<file path="src/rtl/writeback_port_arbiter.sv">
// writeback_port_arbiter: round-robin share of one register-file commit port among writeback units.
// Optional macro WB_ARB_UNIT0_PRIORITY_EN gives unit 0 fixed priority over the round-robin.
module writeback_port_arbiter #(
  parameter int NUM_UNITS   = 4,
  parameter int DATA_WIDTH  = 32,
  parameter int PHYS_ADDR_W = 6,
  parameter int ID_W        = 3
) (
  input  logic                             clk,
  input  logic                             rst,
  input  logic                             flush,
  input  logic [NUM_UNITS-1:0]             unit_done,
  input  logic [NUM_UNITS*PHYS_ADDR_W-1:0] unit_phys_addr,
  input  logic [NUM_UNITS*DATA_WIDTH-1:0]  unit_data,
  input  logic [NUM_UNITS*ID_W-1:0]        unit_id,
  output logic [NUM_UNITS-1:0]             unit_ack,
  output logic                             commit_valid,
  output logic [PHYS_ADDR_W-1:0]           commit_phys_addr,
  output logic [DATA_WIDTH-1:0]            commit_data,
  output logic                             retire_valid,
  output logic [ID_W-1:0]                  retire_id,
  output logic                             inflight_commit,
  output logic [PHYS_ADDR_W-1:0]           inflight_commit_addr
);
  localparam int PW = $clog2(NUM_UNITS);
  logic [NUM_UNITS-1:0] cand;
  logic grant;
  logic [PW-1:0] win, nxt, ptr_q, ptr_d;
  logic [PHYS_ADDR_W-1:0] sel_addr, addr_q, addr_d;
  logic [DATA_WIDTH-1:0] sel_data, data_q, data_d;
  logic [ID_W-1:0] sel_id, id_q, id_d;
  logic commit_valid_q, commit_valid_d, retire_valid_q, retire_valid_d;
  int j;
  // reset also gates candidates so no ack escapes while rst is low
  assign cand = unit_done & ~{NUM_UNITS{flush}} & {NUM_UNITS{rst}};
  always_comb begin
    grant = 1'b0;
    win = '0;
    j = 0;
    for (int i = NUM_UNITS - 1; i >= 0; i--) begin
      j = int'(ptr_q) + i;
      j = (j >= NUM_UNITS) ? j - NUM_UNITS : j;
      if (cand[j]) begin
        grant = 1'b1;
        win = PW'(j);
      end
    end
`ifdef WB_ARB_UNIT0_PRIORITY_EN
    if (cand[0]) begin
      grant = 1'b1;
      win = '0;
    end
`endif
  end
  assign nxt = (win == PW'(NUM_UNITS - 1)) ? '0 : win + 1'b1;
  assign sel_addr = unit_phys_addr[win*PHYS_ADDR_W +: PHYS_ADDR_W];
  assign sel_data = unit_data[win*DATA_WIDTH +: DATA_WIDTH];
  assign sel_id = unit_id[win*ID_W +: ID_W];
  always_comb begin
    unit_ack = '0;
    unit_ack[win] = grant;
  end
  always_comb begin
`ifdef WB_ARB_UNIT0_PRIORITY_EN
    ptr_d = (grant && win != '0) ? nxt : ptr_q;
`else
    ptr_d = grant ? nxt : ptr_q;
`endif
    retire_valid_d = grant;
    commit_valid_d = grant && (sel_addr != '0);
    addr_d = grant ? sel_addr : addr_q;
    data_d = grant ? sel_data : data_q;
    id_d = grant ? sel_id : id_q;
  end
  always_ff @(posedge clk or negedge rst) begin
    if (!rst) begin
      ptr_q <= '0;
      retire_valid_q <= 1'b0;
      commit_valid_q <= 1'b0;
      addr_q <= '0;
      data_q <= '0;
      id_q <= '0;
    end else begin
      ptr_q <= ptr_d;
      retire_valid_q <= retire_valid_d;
      commit_valid_q <= commit_valid_d;
      addr_q <= addr_d;
      data_q <= data_d;
      id_q <= id_d;
    end
  end
  assign commit_valid = commit_valid_q;
  assign commit_phys_addr = addr_q;
  assign commit_data = data_q;
  assign retire_valid = retire_valid_q;
  assign retire_id = id_q;
  assign inflight_commit = commit_valid_q;
  assign inflight_commit_addr = addr_q;
endmodule

</file>
<file path="config.mk">
export PLATFORM = sky130hd
export DESIGN_NAME = writeback_port_arbiter
export DESIGN_NICKNAME = d
export VERILOG_FILES = /design/src/rtl/writeback_port_arbiter.sv
export SDC_FILE = /design/constraint.sdc
export NUM_CORES = 1
export LEC_CHECK = 0
export ABC_CLOCK_PERIOD_IN_PS = 3500
export CELL_PAD_IN_SITES_DETAIL_PLACEMENT = 2
export CELL_PAD_IN_SITES_GLOBAL_PLACEMENT = 2
export CORE_MARGIN = 3
export CORE_UTILIZATION = 21
export DETAILED_ROUTE_END_ITERATION = 8
export PLACE_DENSITY_LB_ADDON = 0.1
export SLEW_MARGIN = 20
export SYNTH_ARGS = -nofsm -noshare
export SYNTH_HDL_FRONTEND = slang
export SYNTH_SLANG_ARGS = --single-unit
</file>
<file path="constraint.sdc">
create_clock -name clk -period 3.5 [get_ports clk]
set_input_delay 0.7 -clock clk [delete_from_list [all_inputs] [get_ports clk]]
set_output_delay 0.7 -clock clk [all_outputs]
set_load 0.1 [all_outputs]
</file>
==> impl_summary.txt <==
----------------------------------------------------
[Logic synthesis]
  Mean instance size in the synthesized netlist ... 10.2 sq um
  Flip-flop and latch count after synthesis ... 45
  Nets in the synthesized netlist ... 495
  Primary FF master, synth ... sky130_fd_sc_hd__dfrtp_1
  Dominant cells by area after synthesis ... sky130_fd_sc_hd__dfrtp_1, sky130_fd_sc_hd__mux2i_1, sky130_fd_sc_hd__mux2_2
  Library cell occupying the most area in the post-synthesis netlist ... sky130_fd_sc_hd__dfrtp_1
  EDFF count, synth ... 0
  Number of instances in the synthesized netlist ... 320
  Combinational family with the most area after synthesis ... multiplexers
  Post-synthesis simple-gate area fraction ... 0.0821
  FFs w/ async S/R, synth ... 1.00
  Post-synthesis share of cell area spent on full adders, half adders and majority gates ... 0.0153
  Number of distinct library cell variants in the gate-level netlist after synthesis ... 27
  Xor and xnor fraction of the mapped netlist area ... 0
  Top-area cell type share of the netlist area ... 0.344
  Mapped Area ... 3280 sq um
  Seq/Total Area, Yosys ... 0.344
  Yosys synthesis warning count ... 0
  Share of synthesized area spent on multiplexers ... 0.397
  Post-synthesis compound-gate area fraction ... 0.0836

[Pwr]
  Peak supply drop ... 0.000249 V
  Power density relative to cell area ... 445 nW/um^2
  Leak Pwr ... 2.18 nW

[Global routing]
  Global route overflow ... 0
  Initial antenna violation count ... 0
  Number of global-route vias before repair ... 3,632
  Global-route wire length before repair ... 19,400 um
  Pin count of the biggest net entering global routing ... 86
  Total global routing track utilization ... 0.147

[Critical path]
  Type of element capturing the critical path ... primary output
  Top fanout value on the critical path ... 5
  Most numerous cell on the critical path ... sky130_fd_sc_hd__nor2_1
  Highest cell delay on the worst timing path ... 0.54 ns
  Arrival @ worst endpoint ... 2.30 ns
  Start-to-end type of the worst setup path ... input pin to primary output
  Endpoint required time on the critical path ... 2.80 ns
  Cell breakdown of the critical path ... clkdlybuf4s50_1, nor2_1, nor2_1, and3_2, inv_1, ha_1, and2_1, buf_12
  Startpoint type of the worst setup path ... input pin
  Cell type of the slowest stage on the worst timing path ... sky130_fd_sc_hd__clkdlybuf4s50_1

[Drt]
  Detail-routed via count per cell ... 4.35
  Iteration count of the initial detailed-routing pass ... 4
  Post-Route WL ... 12,800 um
  Vias after detailed routing ... 3,211
  Residual antenna-violating net count after detailed routing ... 0
  DRC ... 0
  Iteration-0 DRC count of the detailed router ... 28
  Wire per inst ... 17.4 um

[STA]
  Post-route setup TNS ... 0 ns
  RSZ-0062 raised after global routing ... no
  Final setup violating endpoints ... 0
  Fmax ... 0.333 GHz
  Final number of max-transition violations ... 0
  Worst clock skew ... 0.00346 ns
  Hold Slack ... 0.486 ns
  Headroom to the max-slew limit ... 0.325
  Tmin final ... 3.00 ns
  Number of hold violations in the final report ... 0
  Part of the cycle the worst path needs ... 0.858
  Transition time at the pin with the least slew margin ... 1.01 ns

[Floorplan]
  Cell row count ... 45
  Overall die height ... 131 um
  Overall die area ... 17,100 sq um
  Core region area ... 15,300 sq um
  Starting Density ... 0.215
  Number of placed I/O pins ... 225
  Horizontal die dimension ... 131 um

[Clock tree]
  Cell chosen for the clock root ... sky130_fd_sc_hd__clkbuf_16
  Buffers inserted by post-CTS timing repair ... 0
  Clock latency at the later pin of the worst-skew pair ... 0.29 ns
  CTS buffer count ... 5
  TritonCTS sink count ... 45
  Count of cells resized by post-cts repair ... 0
  Htree depth ... 2
  Clk buf depth ... 2
  Clk pin slew, worst setup/hold paths ... 0.06 ns
  CTS tree ... yes
  Number of buffers inserted by hold repair at cts ... 0

[Place]
  Routability congestion estimate ... 0.700
  Post-DP HPWL ... 10,000 um
  Count of input and output buffers ... 224

[Layout]
  Share of final-layout standard cells stronger than drive strength 1 ... 0.140
  Diodes inserted ... 0
  Nets ... 702
  Synth-to-Final Area Change ... 75.1%

[Outcome]
  Outcome ... finished, final reports clean

[Min path]
  Hold Path Class ... flip-flop to flip-flop

[Run]
  Number of maximum-capacitance violations ... 0

----------------------------------------------------
-- cell families (layout without fill, tap and decap cells) --
kind of cell | after synthesis | after routing
buffers and inverters | 34 | 241
AND/OR/NAND/NOR | 62 | 62
adder cells (fa/ha/maj) | 4 | 4
AO/OA/AOI/OAI | 50 | 50
flip-flops | 45 | 45
multiplexers | 125 | 125
-- power breakdown --
group | leakage, nW | switching, mW | internal (mW) | total (mW)
Sequential | 0.558 | 0.0542 | 0.604 | 0.659
Combinational | 1.55 | 0.946 | 0.456 | 1.40
Clock | 0.0700 | 0.208 | 0.281 | 0.489
Total | 2.18 | 1.21 | 1.34 | 2.55
-- Yosys cell counts, types with 2 or more instances --
master,count
sky130_fd_sc_hd__o21ai_1,42
sky130_fd_sc_hd__a21o_1,2
sky130_fd_sc_hd__nor2_1,3
sky130_fd_sc_hd__a21oi_1,2
sky130_fd_sc_hd__buf_4,8
sky130_fd_sc_hd__nor4_1,4
sky130_fd_sc_hd__inv_1,3
sky130_fd_sc_hd__dfrtp_1,45
sky130_fd_sc_hd__mux2i_1,85
sky130_fd_sc_hd__buf_2,5
sky130_fd_sc_hd__and2_1,4
sky130_fd_sc_hd__buf_12,5
sky130_fd_sc_hd__mux2_2,40
sky130_fd_sc_hd__clkbuf_4,3
sky130_fd_sc_hd__ha_1,4
sky130_fd_sc_hd__clkbuf_1,8
sky130_fd_sc_hd__nand2_1,47
-- sequential cells by signal, summed over array words and instances (netlist names) --
name / cells
commit_data: 32
commit_phys_addr: 6
commit_valid: 1
ptr_q: 2
retire_id: 3
retire_valid: 1
-- critical path: cells and delay by family --
family	cells	cell delay (ns)
and+or+nand+nor	4	0.60
buffers and inverters	3	0.79
adders and majority gates	1	0.20
-- layout make-up --
type,count,area (sq um)
inverter,4,15.0
clock buffer,7,143
tap,211,264
sequential,45,1130
fill,1682,9520
multi-input combinational,241,1900
timing repair buffer,230,2290
-- worst paths after layout --
kind,from,slack [ns],endpoint,depth (start not counted)
worst min register to register,commit_data[0],0.49,commit_data[0],2
worst min-delay path,commit_data[0],0.49,commit_data[0],2
min in group asynchronous,rst,0.64,commit_data[20],2
max in group asynchronous,rst,2.44,commit_data[6],2
worst max register to register,ptr_q[1],1.09,commit_phys_addr[2],7
worst max-delay path,unit_done[3],0.50,unit_ack[2],8
-- routing by layer --
layer	track usage	up-vias	part of all wire
met5	0	-	0
met4	0.0381	0	0.0077
met3	0.0508	5	0.097
met2	0.255	128	0.49
met1	0.174	1533	0.41
li1	-	1545	-
-- through the flow --
stage | util | instance area [sq um] | total power [mW] | instances | setup WS (ns)
finish | 0.376 | 5740 | 2.55 | 738 | 0.496
global route | 0.376 | 5740 | 2.68 | 738 | 0.378
CTS | 0.376 | 5740 | 2.60 | 738 | 0.479
detailed placement | 0.367 | 5590 | 2.09 | 731 | 0.316
global placement | 0.367 | 5590 | 2.07 | 731 | 0.420
floorplan | - | 3280 | 1.64 | 320 | 0.407
-- placed cells by master, fill, tap and decap left out, types with 2 or more instances in the layout --
cell,count
sky130_fd_sc_hd__clkdlybuf4s50_1,207
sky130_fd_sc_hd__mux2i_1,85
sky130_fd_sc_hd__nand2_1,47
sky130_fd_sc_hd__dfrtp_1,45
sky130_fd_sc_hd__o21ai_1,42
sky130_fd_sc_hd__mux2_2,40
sky130_fd_sc_hd__buf_4,18
sky130_fd_sc_hd__clkbuf_16,5
sky130_fd_sc_hd__and2_1,4
sky130_fd_sc_hd__nor4_1,4
sky130_fd_sc_hd__ha_1,4
sky130_fd_sc_hd__buf_12,4
sky130_fd_sc_hd__nor2_1,3
sky130_fd_sc_hd__inv_1,3
sky130_fd_sc_hd__a21oi_1,2
No activity file was read; power rests on OpenSTA's default activity.
